**src/rtl/bf16_seg_accumulator.sv**
```systemverilog
// bf16_seg_accumulator: reduces in_last-delimited groups of bf16 values to a
// single bf16 sum through one combinational bf16_adder, with a one-entry
// registered result behind a valid/ready handshake.
// Optional build macro: BF16_SEG_ACC_INF_FLAG_EN adds a sticky out_inf flag
// for groups that touched an exp==8'hFF operand or partial sum.

// Combinational bf16 adder: 2 guard bits, round-nearest-even, exact
// cancellation gives +0, exp 8'hFF treated as an ordinary exponent.
module bf16_adder (
  input  logic [15:0] a,
  input  logic [15:0] b,
  output logic [15:0] sum
);
  logic       sa, sb, swap, s_big, eff_sub, zero, ru;
  logic [7:0] ea_e, eb_e, ma, mb, e_big, e_sm, m_big, m_sm, d;
  logic [7:0] e_n, eo;
  logic [9:0] ml, ms, diff, m10;
  logic [10:0] add11;
  logic [8:0] mr;
  logic [6:0] frac;
  logic [3:0] lz;
  logic       lz_found;

  assign sa   = a[15];
  assign sb   = b[15];
  // Subnormals use an effective exponent of 1 and no hidden bit.
  assign ea_e = (a[14:7] == 8'd0) ? 8'd1 : a[14:7];
  assign eb_e = (b[14:7] == 8'd0) ? 8'd1 : b[14:7];
  assign ma   = {(a[14:7] != 8'd0), a[6:0]};
  assign mb   = {(b[14:7] != 8'd0), b[6:0]};

  // Order operands by magnitude so the subtraction never goes negative.
  assign swap    = {ea_e, ma} < {eb_e, mb};
  assign s_big   = swap ? sb : sa;
  assign e_big   = swap ? eb_e : ea_e;
  assign e_sm    = swap ? ea_e : eb_e;
  assign m_big   = swap ? mb : ma;
  assign m_sm    = swap ? ma : mb;
  assign d       = e_big - e_sm;
  assign eff_sub = sa ^ sb;

  assign ml    = {m_big, 2'b00};
  assign ms    = (d >= 8'd10) ? 10'd0 : ({m_sm, 2'b00} >> d);
  assign add11 = {1'b0, ml} + {1'b0, ms};
  assign diff  = ml - ms;

  // Leading-zero count of the difference, for renormalisation.
  always_comb begin
    lz       = 4'd0;
    lz_found = 1'b0;
    for (int i = 9; i >= 0; i--) begin
      if (!lz_found) begin
        if (diff[i]) lz_found = 1'b1;
        else         lz = lz + 4'd1;
      end
    end
  end

  // Align/add/normalise, then round to 8 significant bits.
  always_comb begin
    m10  = 10'd0;
    e_n  = 8'd0;
    zero = 1'b0;
    if (!eff_sub) begin
      if (add11[10]) begin
        m10 = add11[10:1];
        e_n = e_big + 8'd1;
      end else begin
        m10 = add11[9:0];
        e_n = e_big;
      end
    end else if (diff == 10'd0) begin
      zero = 1'b1;
    end else if ({4'd0, lz} < e_big) begin
      m10 = diff << lz;
      e_n = e_big - {4'd0, lz};
    end else begin
      // Underflow into the subnormal range: shift only as far as exp 1 allows.
      m10 = diff << (e_big - 8'd1);
      e_n = 8'd1;
    end
    ru = m10[1] & (m10[0] | m10[2]);
    mr = {1'b0, m10[9:2]} + {8'd0, ru};
    if (mr[8]) begin
      eo   = e_n + 8'd1;
      frac = 7'd0;
    end else begin
      eo   = mr[7] ? e_n : 8'd0;
      frac = mr[6:0];
    end
    sum = zero ? 16'h0000 : {s_big, eo, frac};
  end
endmodule

module bf16_seg_accumulator #(
  parameter int CNT_W = 16
) (
  input  logic             clk,
  input  logic             rst,
  input  logic             clear,
  input  logic             in_valid,
  output logic             in_ready,
  input  logic [15:0]      in_data,
  input  logic             in_last,
  output logic             out_valid,
  input  logic             out_ready,
  output logic [15:0]      out_data,
`ifdef BF16_SEG_ACC_INF_FLAG_EN
  output logic             out_inf,
`endif
  output logic [CNT_W-1:0] out_count
);
  typedef enum logic [1:0] {IDLE, ACCUM, OUT} state_t;

  state_t           state;
  logic [15:0]      acc;
  logic [15:0]      sum_w;
  logic [CNT_W-1:0] cnt;
  logic [CNT_W-1:0] cnt_inc;
  logic             accept;

  bf16_adder u_add (.a(acc), .b(in_data), .sum(sum_w));

  assign in_ready = (state != OUT);
  assign accept   = in_valid && in_ready;
  assign cnt_inc  = (&cnt) ? cnt : cnt + 1'b1;

`ifdef BF16_SEG_ACC_INF_FLAG_EN
  logic inf_acc, inf_res, in_inf, sum_inf;
  assign in_inf  = (in_data[14:7] == 8'hFF);
  assign sum_inf = (sum_w[14:7] == 8'hFF);
  assign out_inf = inf_res && out_valid;

  // Sticky per-group infinity/overflow tracking.
  always_ff @(posedge clk) begin
    if (rst || clear) begin
      inf_acc <= 1'b0;
      inf_res <= 1'b0;
    end else if (accept) begin
      if (state == IDLE) begin
        inf_acc <= in_inf;
        if (in_last) inf_res <= in_inf;
      end else begin
        inf_acc <= inf_acc | in_inf | sum_inf;
        if (in_last) inf_res <= inf_acc | in_inf | sum_inf;
      end
    end
  end
`endif

  // Group FSM: load first beat, accumulate, hold result until handoff.
  always_ff @(posedge clk) begin
    if (rst) begin
      state     <= IDLE;
      acc       <= 16'h0000;
      cnt       <= '0;
      out_valid <= 1'b0;
      out_data  <= 16'h0000;
      out_count <= '0;
    end else if (clear) begin
      state     <= IDLE;
      acc       <= 16'h0000;
      cnt       <= '0;
      out_valid <= 1'b0;
    end else begin
      case (state)
        IDLE: if (accept) begin
          acc <= in_data;
          cnt <= {{(CNT_W-1){1'b0}}, 1'b1};
          if (in_last) begin
            out_data  <= in_data;
            out_count <= {{(CNT_W-1){1'b0}}, 1'b1};
            out_valid <= 1'b1;
            state     <= OUT;
          end else begin
            state <= ACCUM;
          end
        end
        ACCUM: if (accept) begin
          cnt <= cnt_inc;
          if (in_last) begin
            acc       <= 16'h0000;
            out_data  <= sum_w;
            out_count <= cnt_inc;
            out_valid <= 1'b1;
            state     <= OUT;
          end else begin
            acc <= sum_w;
          end
        end
        OUT: if (out_ready) begin
          out_valid <= 1'b0;
          state     <= IDLE;
        end
        default: state <= IDLE;
      endcase
    end
  end
endmodule

```
**config.mk**
```make
export PLATFORM = sky130hd
export DESIGN_NAME = bf16_seg_accumulator
export DESIGN_NICKNAME = d
export VERILOG_FILES = /design/src/rtl/bf16_seg_accumulator.sv
export SDC_FILE = /design/constraint.sdc
export NUM_CORES = 1
export LEC_CHECK = 0
export BUFFER_PORTS_ARGS = -buffer_cell sky130_fd_sc_hd__buf_2
export CORE_UTILIZATION = 25
export DETAILED_ROUTE_END_ITERATION = 6
export GPL_ROUTABILITY_DRIVEN = 1
export PLACE_DENSITY_LB_ADDON = 0.15
export SYNTH_ARGS = -nofsm -noshare
export SYNTH_HDL_FRONTEND = slang
export SYNTH_SLANG_ARGS = --single-unit
```
**constraint.sdc**
```tcl
create_clock -name clk -period 25.1 [get_ports clk]
set_clock_uncertainty 0.2 [all_clocks]
set_input_delay 5.02 -clock clk [delete_from_list [all_inputs] [get_ports clk]]
set_output_delay 5.02 -clock clk [all_outputs]
set_load 0.01 [all_outputs]
```
[Word level (Yosys, flattened, before mapping)]
Index checks and enable logic that the tools add are counted.
Operators by class
  add/subtract/negate cells: 18
  $lt $le $gt $ge: 3
  eq/ne operators: 10
  shift operators: 3
  multiplexer cells: 86
  bitwise gates (word level): 4
  reduce and logical (&&, ||, !) cells: 16
Operators with widths (count)
  $mux 16: 15
  $pmux 16 s2: 4
  $mux 8: 12
  $mux 4: 18
  $mux 10: 5
  $add 4x1->4 const B: 8
  $mux 1: 24
  $add 16x1->16 const B: 1
  $add 8x1->8 const B: 2
  $logic_not 8->1: 2
  $lt 16x16->1: 1
  $reduce_and 16->1: 1
  $reduce_bool 8->1: 2
  $ne 2x2->1 const B: 6
  $add 10x10->11: 1
  $logic_not 10->1: 1
  $mux 2: 5
  $shl 10x4->10: 1
  $shl 10x8->10: 1
  $shr 10x8->10: 1
  $sub 10x10->10: 1
  $add 8x1->9: 1
  $ge 8x4->1 const B: 1
  $lt 4x8->1: 1
  21 further kinds: 25
Storage, ports and cells
  flip-flop bits (word level): 67
  logic and storage cells: 146

[Depth between registers and ports, before layout]
  depth after elaboration: 49
  gate-level depth with buffers: 85
  gate-level depth less buffers: 77

[By module]
Synthesis repeated with hierarchy kept, for this count alone.
Unflattened totals
  cell total of the unflattened synthesis: 1166
  area total of the unflattened synthesis: 8354.3 sq um
Modules (own cells, without submodules)
  bf16_adder: times used 1, cells an instance 768, area an instance 5198.7 sq um, seq. area each 0.0 sq um
  bf16_seg_accumulator: times used 1, cells an instance 398, area an instance 3155.5 sq um, seq. area each 1341.3 sq um

[Least setup slack after synthesis]
OpenSTA, ideal clock, no wires.
  path type: input to register
  from: in in_data[8]
  to: reg out_data[12]
  library setup time: 0.091 ns
  arrival time: 20.600 ns
  required time: 24.809 ns
  path slack: 4.209 ns
  stages: 78
  path buffers: 8
  path through: buf_4 nor4_1 a31oi_1 ha_1 buf_1 nand2_1 or3_1 o21bai_2 buf_2 clkbuf_1 clkbuf_1 clkbuf_1 a21oi_1 ha_1 or2_2 o311ai_0 and3b_1 clkbuf_1 [42 not listed] a21oi_1 a41o_1 nand3_1 or2_2 clkbuf_1 a41oi_2 mux2_2 mux2_2 and3_1 a32oi_1 inv_1 ha_1 nor2b_1 o211ai_2 and4bb_2 nor4b_2 o21ai_1 a311oi_1
Between the ends
  longest elaborated chain between the ends: 49
Ends and longest elaborated chain
  start, declared: line 103  | input logic [15:0] in_data,
  $logic_not 8->1: line 28  | assign eb_e = (b[14:7] == 8'd0) ? 8'd1 : b[14:7];
  $mux 8: line 28
  $lt 16x16->1: line 33  | assign swap = {ea_e, ma} < {eb_e, mb};
  $mux 8, on equally long branches: line 35, 36
  $sub 8x8->8: line 39  | assign d = e_big - e_sm;
  $ge 8x4->1 / $shr 10x8->10 (equally long branches): line 43  | assign ms = (d >= 8'd10) ? 10'd0 : ({m_sm, 2'b00} >> d);
  $mux 10: line 43
  $sub 10x10->10: line 45  | assign diff = ml - ms;
  [33 not listed]
  $and 1x1->1: line 82  | ru = m10[1] & (m10[0] | m10[2]);
  $add 8x1->9: line 83  | mr = {1'b0, m10[9:2]} + {8'd0, ru};
  $mux 8: line 88  | eo = mr[7] ? e_n : 8'd0;
  $mux 8: line 84  | if (mr[8]) begin
  $mux 16 (*): line 91  | sum = zero ? 16'h0000 : {s_big, eo, frac};
  $mux 16 (*): line 181  | if (in_last) begin
  $mux 16 (*): line 179  | ACCUM: if (accept) begin
  $pmux 16 s2 (*): line 166  | case (state)
  end signal, assigned: line 171  | out_data <= in_data;
  end signal, assigned: line 183  | out_data <= sum_w;
  end, declared: line 107  | output logic [15:0] out_data,
Mark *: on every way between the ends. The rest lies on a longest branch, timed or not. The select of a mux whose other input is x is not followed.
A chain may end at the register's enable or synchronous reset.

[Worst setup path in the final report]
  from: in in_data[8]
  to: reg out_data[11]
Same word-level chain as after synthesis.

==> qor.txt <==
RUN STATUS
-------------------------------------------------------------------------------------------
Run status                                                                     finished, final reports clean

CLOCKING
-------------------------------------------------------------------------------------------
Clock network latency to the later pin of the worst-skew pair                        320 ps
TritonCTS clock tree                                                                   done
Total number of H-tree levels                                                             3
CTS resizes                                                                               0
Sinks on Clock Net                                                                       67
Clk slew on worst S/H paths                                                           50 ps
Deepest clock path buffer count                                                           2
Number of buffers created by CTS                                                          9
CTS Hold Bufs                                                                             0
Postcts setup bufs                                                                        0
Buffer type at the clock tree root                                             sky130_fd_sc_hd__clkbuf_16

STA
-------------------------------------------------------------------------------------------
Setup TNS                                                                              0 ps
Highest clock rate                                                                 44.9 MHz
Setup repair after global routing missed its margin                                   false
Hold Violations, Final                                                                    0
Final setup vio count                                                                     0
Slew Viols, Final                                                                         0
Post-route minimum period                                                          22260 ps
Minimum setup slack in the final design                                             2840 ps
Post-route worst hold slack                                                          251 ps
Tightest Pin Transition                                                             1180 ps
Portion of the clock cycle consumed by the worst path in the final layout             88.7%
Slew Limit Headroom                                                                   20.8%

YOSYS
-------------------------------------------------------------------------------------------
Cell count after synthesis                                                             1134
Post-synthesis sequential area ratio                                                  16.5%
Net count after synthesis                                                              1206
XOR/XNOR share of the synthesized area                                                5.03%
Leading post-synthesis cells by cell area                                      sky130_fd_sc_hd__dfxtp_1, sky130_fd_sc_hd__ha_1, sky130_fd_sc_hd__nand2_1
Synth Area per Inst                                                                7.17 µm²
Count of state elements after synthesis                                                  67
Main combinational cell family by area after synthesis                         simple AND/OR/NAND/NOR gates
Most used DFF post-synth                                                       sky130_fd_sc_hd__dfxtp_1
Number of synthesized flops with an enable pin                                            0
Yosys top cell area share                                                             16.5%
Area share of and/or/nand/nor cells after synthesis                                   29.0%
Number of warnings reported in the yosys synthesis log                                    0
Post-synthesis mux area share                                                         6.65%
Number of library cell types mapped by synthesis                                        109
Post-synthesis instance area                                                       8130 µm²
Synth Area in Adders                                                                  7.88%
Proportion of synthesized flip-flops having asynchronous set or reset                    0%
Largest area contributor in the netlist                                        sky130_fd_sc_hd__dfxtp_1
Synth Area in Compound Gates                                                          28.9%

DIE
-------------------------------------------------------------------------------------------
Die outline area                                                                  33200 µm²
Height of the chip                                                                   182 µm
Die X                                                                                182 µm
Initial standard-cell utilization of the core                                         25.6%
Ports placed on the boundary                                                             56
Count of standard-cell rows                                                              65
Placeable core region                                                             31800 µm²

PLACED DESIGN
-------------------------------------------------------------------------------------------
Detailed-placement wirelength estimate                                             22200 µm
Post-Place Cells                                                                       1564
Placement Setup Slack                                                               2610 ps
Buffers added on ports                                                                   55
Weighted congestion reported at the end of routability-driven placement               0.814

GRT
-------------------------------------------------------------------------------------------
Global-route congestion overflow total                                                    0
Wire length of the first global-routing pass                                       44400 µm
Total track usage                                                                     16.9%
Pin count of the biggest net entering global routing                                     43
Initial antenna violation count                                                           2
Via count of the first global-routing pass                                             7665

LAYOUT
-------------------------------------------------------------------------------------------
Area grow syn2layout                                                                  11.5%
Fin cells                                                                              1579
Share of layout cells above drive strength 1                                          12.9%
Number of nets at the end of the flow                                                  1212

CRITICAL PATH
-------------------------------------------------------------------------------------------
Cell with the biggest individual delay on the critical path                    sky130_fd_sc_hd__a41oi_2
Setup crit start kind                                                             input pin
Worst R2R Setup Slack                                                               7150 ps
FF-to-FF path depth                                                                      71
Largest stage delay, worst path                                                      790 ps
Sum of buffers and inverters on the critical path                                         4
Most common cell type on the critical path                                     sky130_fd_sc_hd__ha_1
CP max FO                                                                                42
Kind of end point of the critical path                                            flip-flop
Type of the setup path with the least slack                                       in -> reg
Req. time, crit path                                                               25130 ps
Instance count on the critical path                                                      74
CP delay by family, top                                                        compound AO/OA/AOI/OAI gates
Data arrival time of the critical path                                             22290 ps

PWR
-------------------------------------------------------------------------------------------
Maximum VDD drop                                                                0.0000261 V
Pwr dens                                                                        53.7 nW/µm²
Leakage power                                                                       3.52 nW

ROUTING
-------------------------------------------------------------------------------------------
Via Count                                                                              8257
Length of the first detailed-routing pass in iterations                                   5
DRC viols                                                                                 0
Wirelength, routed                                                                 28300 µm
Antenna-violating nets left                                                               0
Number of design-rule violations left by the first detailed-router iteration            486
Detailed-route wire length per cell                                                 17.9 µm
Via density                                                                            5.23

WORST HOLD PATH
-------------------------------------------------------------------------------------------
Count of cells along the worst hold path                                                  2
Classification of the worst-slack hold path                                      reg -> reg

JOB
-------------------------------------------------------------------------------------------
Number of max-capacitance violations reported                                             0

[path summary, 6_finish.rpt]
path / start / to
setup / recovery: in_data[8] / out_data[11]$_SDFFE_PP0P_
hold / removal: out_count[2]$_SDFFE_PP0P_ / out_count[2]$_SDFFE_PP0P_
setup reg to reg: acc[11]$_SDFFE_PP0P_ / out_data[11]$_SDFFE_PP0P_
hold reg to reg: out_count[2]$_SDFFE_PP0P_ / out_count[2]$_SDFFE_PP0P_
[worst min-delay path, delay by kind of cell, from the launching register on]
kind / cells / cell delay [ps]
AOI/OAI and AO/OA: 1 / 50
and+or+nand+nor: 1 / 50
DFF: 1 / 300
[routing by layer]
layer	wire length, µm	GRT usage, %	vias to the layer above
li1	-	-	4166
met1	14300	24.3	3893
met2	12700	27.2	176
met3	1000	1.88	20
met4	312	3.13	2
met5	12	0	-
[cell usage in the layout, fill, tap and decap left out, drive strengths merged, types with 16 or more instances in the layout]
cell type    n
ha          48
nand2      144
o21ai       58
xor2        18
a21oi       91
mux2i       30
inv         52
dfxtp       67
a31oi       19
xnor2       27
nor2       133
and3        16
a211oi      24
nand3       33
buf         65
nor3        30
[flip-flops by register name, indices dropped and copies added (netlist names)]
signal / cells
acc: 16
cnt: 16
out_count: 16
out_data: 16
out_valid: 1
state: 2
[synthesized netlist by cell type (16+ instances only)]
cell and number:
sky130_fd_sc_hd__nand2_1 142, sky130_fd_sc_hd__nor2_1 131, sky130_fd_sc_hd__a21oi_1 90, sky130_fd_sc_hd__dfxtp_1 67, sky130_fd_sc_hd__clkbuf_1 52, sky130_fd_sc_hd__inv_1 52
sky130_fd_sc_hd__o21ai_0 52, sky130_fd_sc_hd__ha_1 48, sky130_fd_sc_hd__nand3_1 33, sky130_fd_sc_hd__mux2i_1 30, sky130_fd_sc_hd__nor3_1 28, sky130_fd_sc_hd__xnor2_1 26
sky130_fd_sc_hd__a211oi_1 22, sky130_fd_sc_hd__a31oi_1 17, sky130_fd_sc_hd__xor2_1 17, sky130_fd_sc_hd__and3_1 16
[stage by stage]
step | area, µm² | utilization, % | power, mW
final | 9060 | 28.5 | 0.486
after global routing | 9060 | 28.5 | 0.518
after CTS | 9060 | 28.5 | 0.489
after detailed placement | 8740 | 27.5 | 0.350
after global placement | 8740 | 27.5 | 0.352
after floorplan | 8130 | - | 0.291
[cells by family (layout without fill, tap and decap cells)]
kind of cell	Yosys count	in the layout
adder cells (fa/ha/maj)	50	50
multiplexers	48	48
flip-flops	67	67
AO/OA/AOI/OAI	324	324
XOR/XNOR	45	45
buffers and inverters	123	132
other	0	1
AND/OR/NAND/NOR	477	477
[layout make-up]
cell class / count / area (µm²)
fillers: 3505 / 22700
multi-input cells: 944 / 6310
flip-flops and latches: 67 / 1340
well taps: 435 / 544
repair buffers: 65 / 350
clock buffers: 12 / 256
inverters: 53 / 199
clock inverters: 2 / 60.1
diodes: 1 / 2.50
[power by group]
group	switching, mW	internal (mW)	total, mW	leakage, nW
Clock	0.0456	0.0914	0.137	0.155
Combinational	0.150	0.0865	0.237	2.83
Sequential	0.00340	0.109	0.113	0.544
Total	0.199	0.287	0.486	3.52
Power figures use the tool's default switching activity.
